===== config.mk =====
export PLATFORM = sky130hd
export DESIGN_NAME = wb_pipe_reg
export DESIGN_NICKNAME = d
export VERILOG_FILES = /design/src/rtl/wb_pkg.sv /design/src/rtl/wb_bundle_filter.sv /design/src/rtl/wb_pipe_reg.sv
export SDC_FILE = /design/constraint.sdc
export NUM_CORES = 1
export LEC_CHECK = 0
export ABC_CLOCK_PERIOD_IN_PS = 2550
export BUFFER_PORTS_ARGS = -buffer_cell sky130_fd_sc_hd__buf_2
export CORE_ASPECT_RATIO = 0.7
export CORE_MARGIN = 1.5
export CORE_UTILIZATION = 47
export DETAILED_ROUTE_END_ITERATION = 7
export PLACE_DENSITY = 0.93
export SLEW_MARGIN = 10
export SYNTH_ARGS = -nofsm -noshare
export SYNTH_HDL_FRONTEND = slang
export SYNTH_SLANG_ARGS = --single-unit

===== constraint.sdc =====
create_clock -name clk -period 2.55 [get_ports clk]
set_clock_uncertainty 0.2 [all_clocks]
set_input_delay 0.51 -clock clk [delete_from_list [all_inputs] [get_ports clk]]
set_output_delay 0.51 -clock clk [all_outputs]
set_load 0.005 [all_outputs]

===== src/rtl/wb_pkg.sv =====
// Shared write-back definitions: default widths, reset constants and the
// per-channel write-back record.
package wb_pkg;

    localparam int unsigned DEF_DATA_W = 32;
    localparam int unsigned DEF_ADDR_W = 5;

    localparam logic [DEF_ADDR_W-1:0] NOP_REG_ADDR = '0;
    localparam logic [DEF_DATA_W-1:0] ZERO_WORD    = '0;

    typedef struct packed {
        logic [DEF_ADDR_W-1:0] wd;
        logic                  wreg;
        logic [DEF_DATA_W-1:0] wdata;
    } wb_ch_t;

endpackage


===== src/rtl/wb_bundle_filter.sv =====
// Combinational write-enable filter: drops x0 writes and every lower-index
// channel whose address is also written by a higher-index channel.
module wb_bundle_filter #(
    parameter int NCH    = 2,
    parameter int ADDR_W = 5
) (
    input  logic [NCH*ADDR_W-1:0] wd,
    input  logic [NCH-1:0]        wreg,
    output logic [NCH-1:0]        keep
);

    always_comb begin
        keep = '0;
        for (int k = 0; k < NCH; k++) begin
            keep[k] = wreg[k] && (wd[k*ADDR_W +: ADDR_W] != '0);
            for (int j = 0; j < NCH; j++) begin
                if (j > k && wreg[j] && (wd[j*ADDR_W +: ADDR_W] == wd[k*ADDR_W +: ADDR_W])) begin
                    keep[k] = 1'b0;
                end
            end
        end
    end

endmodule


===== src/rtl/wb_pipe_reg.sv =====
// Write-back pipeline register with valid/ready handshake and flush.
// Define WB_PIPE_SKID_EN for a second (skid) entry and a flop-only in_ready.
module wb_pipe_reg
    import wb_pkg::*;
#(
    parameter int NCH    = 2,
    parameter int DATA_W = DEF_DATA_W,
    parameter int ADDR_W = DEF_ADDR_W
) (
    input  logic                   clk,
    input  logic                   rst,
    input  logic                   flush,
    input  logic                   in_valid,
    output logic                   in_ready,
    input  logic [NCH*ADDR_W-1:0]  in_wd,
    input  logic [NCH-1:0]         in_wreg,
    input  logic [NCH*DATA_W-1:0]  in_wdata,
    output logic                   out_valid,
    input  logic                   out_ready,
    output logic [NCH*ADDR_W-1:0]  out_wd,
    output logic [NCH-1:0]         out_wreg,
    output logic [NCH*DATA_W-1:0]  out_wdata
);

    localparam int unsigned WD_W = NCH * ADDR_W;
    localparam int unsigned DW_W = NCH * DATA_W;

    localparam logic [WD_W-1:0] WD_RST = {NCH{ADDR_W'(NOP_REG_ADDR)}};
    localparam logic [DW_W-1:0] DW_RST = {NCH{DATA_W'(ZERO_WORD)}};

    logic [NCH-1:0] keep;
    logic           live;
    logic           accept;
    logic           consume;

    wb_bundle_filter #(
        .NCH    (NCH),
        .ADDR_W (ADDR_W)
    ) u_filter (
        .wd   (in_wd),
        .wreg (in_wreg),
        .keep (keep)
    );

    // Holds in_ready low through reset and opens it the cycle after release.
    always_ff @(posedge clk) begin
        live <= !rst;
    end

    assign consume = out_valid && out_ready;
    assign accept  = in_valid && in_ready && !flush;

`ifdef WB_PIPE_SKID_EN
    logic            skid_valid;
    logic [WD_W-1:0] skid_wd;
    logic [NCH-1:0]  skid_wreg;
    logic [DW_W-1:0] skid_wdata;

    assign in_ready = live && !skid_valid;

    // Main entry refills from skid first; skid only fills while main stalls.
    always_ff @(posedge clk) begin
        if (rst) begin
            out_valid  <= 1'b0;
            out_wd     <= WD_RST;
            out_wreg   <= '0;
            out_wdata  <= DW_RST;
            skid_valid <= 1'b0;
            skid_wd    <= WD_RST;
            skid_wreg  <= '0;
            skid_wdata <= DW_RST;
        end else if (flush) begin
            out_valid  <= 1'b0;
            out_wreg   <= '0;
            skid_valid <= 1'b0;
            skid_wreg  <= '0;
        end else if (!out_valid || consume) begin
            if (skid_valid) begin
                out_valid  <= 1'b1;
                out_wd     <= skid_wd;
                out_wreg   <= skid_wreg;
                out_wdata  <= skid_wdata;
                skid_valid <= 1'b0;
                skid_wreg  <= '0;
            end else if (accept) begin
                out_valid <= 1'b1;
                out_wd    <= in_wd;
                out_wreg  <= keep;
                out_wdata <= in_wdata;
            end else begin
                out_valid <= 1'b0;
                out_wreg  <= '0;
            end
        end else if (accept) begin
            skid_valid <= 1'b1;
            skid_wd    <= in_wd;
            skid_wreg  <= keep;
            skid_wdata <= in_wdata;
        end
    end
`else
    assign in_ready = live && (!out_valid || out_ready);

    always_ff @(posedge clk) begin
        if (rst) begin
            out_valid <= 1'b0;
            out_wd    <= WD_RST;
            out_wreg  <= '0;
            out_wdata <= DW_RST;
        end else if (flush) begin
            out_valid <= 1'b0;
            out_wreg  <= '0;
        end else if (accept) begin
            out_valid <= 1'b1;
            out_wd    <= in_wd;
            out_wreg  <= keep;
            out_wdata <= in_wdata;
        end else if (consume) begin
            out_valid <= 1'b0;
            out_wreg  <= '0;
        end
    end
`endif

endmodule


==> flow_metrics.py <==
metrics = {
    "clock_network": {
        "clock-root-buffer": "clkbuf_8",
        "cts_hold_buf": 0,
        "post-cts-setup-buffers": 0,
        "cts_buffer_depth": 2,
        "path_clk_slew_ns": 0.08,
        "insertion_delay_ns": 0.32,
        "tritoncts": "yes",
        "cts.sinks": 78,
        "numCtsBuffers": 9,
        "h-tree-depth": 3,
        "post_cts_resized": 0,
    },
    "global_route": {
        "gr-total-overflow": 0,
        "grt_pass1_vias": 2685,
        "grt_pass1_wl_um": 10900,
        "track_usage_pct": 22.1,
        "antenna_found_initial": 0,
        "grt_max_degree": 47,
    },
    "synth": {
        "syn_nets": 429,
        "avgSynthCellArea_um2": 8.06,
        "yosys.area_share.adder_pct": 0,
        "ys_ff_latch": 78,
        "yosysWarningCount": 0,
        "netlist_area_um2": 2810,
        "synth_top_family_by_area": "simple AND/OR/NAND/NOR gates",
        "synth_xor_xnor_area_share_pct": 1.56,
        "synthSimpleGateAreaFrac_pct": 22.9,
        "synth.distinct_cells": 22,
        "ys_seq_area_share_pct": 55.7,
        "synth_cells": 348,
        "muxShareOfSynthArea_pct": 0,
        "synth-compound-area-share_pct": 14.5,
    },
    "setup_path": {
        "critPathCaptureType": "output pin",
        "crit_path_frequent_cell": "buf_2",
        "slowest_delay_ns": 0.21,
        "path_cells": "buf_2, nand2b_2, and2_1, buf_2",
        "worstPathRequired_ns": 1.84,
        "start_kind": "input pin",
        "cp_max_fo": 4,
        "critPathArrivalTime_ns": 1.12,
        "path_class": "input pin to output pin",
        "cp_slowest_cell": "nand2b_2",
        "path_delay_family": "simple AND/OR/NAND/NOR gates",
        "crit_buf_inv": 2,
    },
    "die": {
        "die_w_um": 95.3,
        "rows": 23,
        "initial_core_util_pct": 48.7,
        "die-area_um2": 6450,
        "core_area_um2": 5760,
        "io_pins": 159,
        "die_h_um": 67.6,
    },
    "power_and_ir_drop": {
        "power_density_nw_per_um2": 647,
        "total_power_mw": 2.49,
        "p_leak_nw": 1.77,
        "ir_drop_v": 0.000415,
    },
    "layout": {
        "post-route-util_pct": 66.8,
        "area_growth_pct": 37.1,
        "fillers": 472,
        "multi_input_area_um2": 1100,
        "final_area_um2": 3850,
        "drive_gt1_share_pct": 36.2,
        "layout_commonest_cell": "buf_2",
        "layout_common_cells": "buf_2 (158), nand2_1 (149), dfxtp_1 (78), a21oi_1 (77), clkbuf_8 (9)",
        "regArea_um2": 1560,
        "nets": 581,
        "antenna_cells": 0,
    },
    "detailed_routing": {
        "route.detailed.drc": 0,
        "dr.pass1.iters": 4,
        "via_per_inst": 4.93,
        "detail_route.wl_per_cell_um": 12.4,
        "vias": 2862,
        "wirelength_um": 7170,
        "final_antenna_net_count": 0,
        "first_iter_violations": 120,
    },
    "outcome": {
        "status": "completed",
    },
    "sta": {
        "fmax_mhz": 547,
        "tightest_slew_ns": 0.461,
        "period_needed_ns": 1.83,
        "fin_setup_tns_ns": 0,
        "finalHoldViolCount": 0,
        "min_period_over_period_pct": 71.7,
        "hold_slack_ns": 0.209,
        "final-max-slew-violation-count": 0,
        "setup_viol": 0,
        "grt_setup_unrepaired": "no",
        "maxSlewHeadroom_pct": 69.3,
    },
    "place": {
        "dp_hpwl_um": 5290,
        "io_buffers": 158,
        "place_area_um2": 3630,
        "place.gp.congestion": 0.765,
    },
    "run": {
        "drv_cap": 0,
    },
    "worst_hold_path": {
        "holdCritPathClass": "input pin to flop",
    },
}
-- sequential cells by signal, indices dropped and copies added, names as in the netlist --
register,count
out_wdata,64
out_wreg,2
out_valid,1
out_wd,10
live,1
-- cells by family after synthesis --
group / count (synthesis)
AND/OR/NAND/NOR: 160
XOR/XNOR: 5
AO/OA/AOI/OAI: 80
flip-flops: 78
buffers and inverters: 25
-- synthesized netlist by cell type --
| library cell | number | area (µm²) |
|---|---|---|
| nand2_1 | 149 | 559 |
| dfxtp_1 | 78 | 1560 |
| a21oi_1 | 77 | 385 |
| clkbuf_1 | 11 | 41.3 |
| buf_2 | 6 | 30.0 |
| buf_6 | 6 | 67.6 |
| xor2_1 | 4 | 35.0 |
| nand3_1 | 2 | 10.0 |
| or4_1 | 2 | 15.0 |
| a32o_1 | 1 | 10.0 |
| and2_1 | 1 | 6.26 |
| and4b_1 | 1 | 10.0 |
| buf_4 | 1 | 7.51 |
| inv_1 | 1 | 3.75 |
| nand2b_2 | 1 | 8.76 |
| nand4b_2 | 1 | 15.0 |
| nor3_1 | 1 | 5.00 |
| nor4_1 | 1 | 6.26 |
| o211ai_1 | 1 | 7.51 |
| o21ai_0 | 1 | 5.00 |
| or2_2 | 1 | 6.26 |
| xnor2_1 | 1 | 8.76 |
-- layer usage --
metal  global-route usage (%)  part of all wire [%]
met1                     21.7                    39
met2                     40.7                    50
met3                     9.57                   9.1
met4                     9.89                   1.7
met5                        0                     0
-- path summary, 6_finish.rpt --
kind | from | endpoint | slack (ns) | cells after the start
max | out_ready | in_ready | 0.72 | 4
min | in_wdata[61] | out_wdata[61]$_SDFFE_PP0P_ | 0.21 | 3
max reg2reg | out_valid$_SDFFE_PP0P_ | out_wdata[55]$_SDFFE_PP0P_ | 0.84 | 5
min reg2reg | out_wdata[21]$_SDFFE_PP0P_ | out_wdata[21]$_SDFFE_PP0P_ | 0.25 | 2
-- final cells by class --
cell class | instances | area share, %
inverters | 1 | 0.0976
well taps | 75 | 2.44
repair buffers | 165 | 22.6
multi-input cells | 245 | 28.7
flip-flops and latches | 78 | 40.6
clock buffers | 11 | 3.42
clock inverters | 5 | 2.18
-- report_power, final --
group          total (mW)  switching [mW]  internal, mW  leakage [nW]
sequential           1.28          0.0199          1.26         0.634
clock               0.980           0.427         0.554        0.0998
combinational       0.230           0.120         0.110          1.04
-- per-stage QoR --
stage | std cells | setup slack, ns
2_1_floorplan | 348 | 0.847
3_3_place_gp | 564 | 0.586
3_5_place_dp | 564 | 0.521
4_1_cts | 580 | 0.711
5_1_grt | 580 | 0.652
6_report | 580 | 0.722
-- tightest hold or removal path: stages --
cell and delay, ns:
buf_2 0.09, nand2_1 0.04, a21oi_1 0.05
Power figures use the tool's default switching activity.
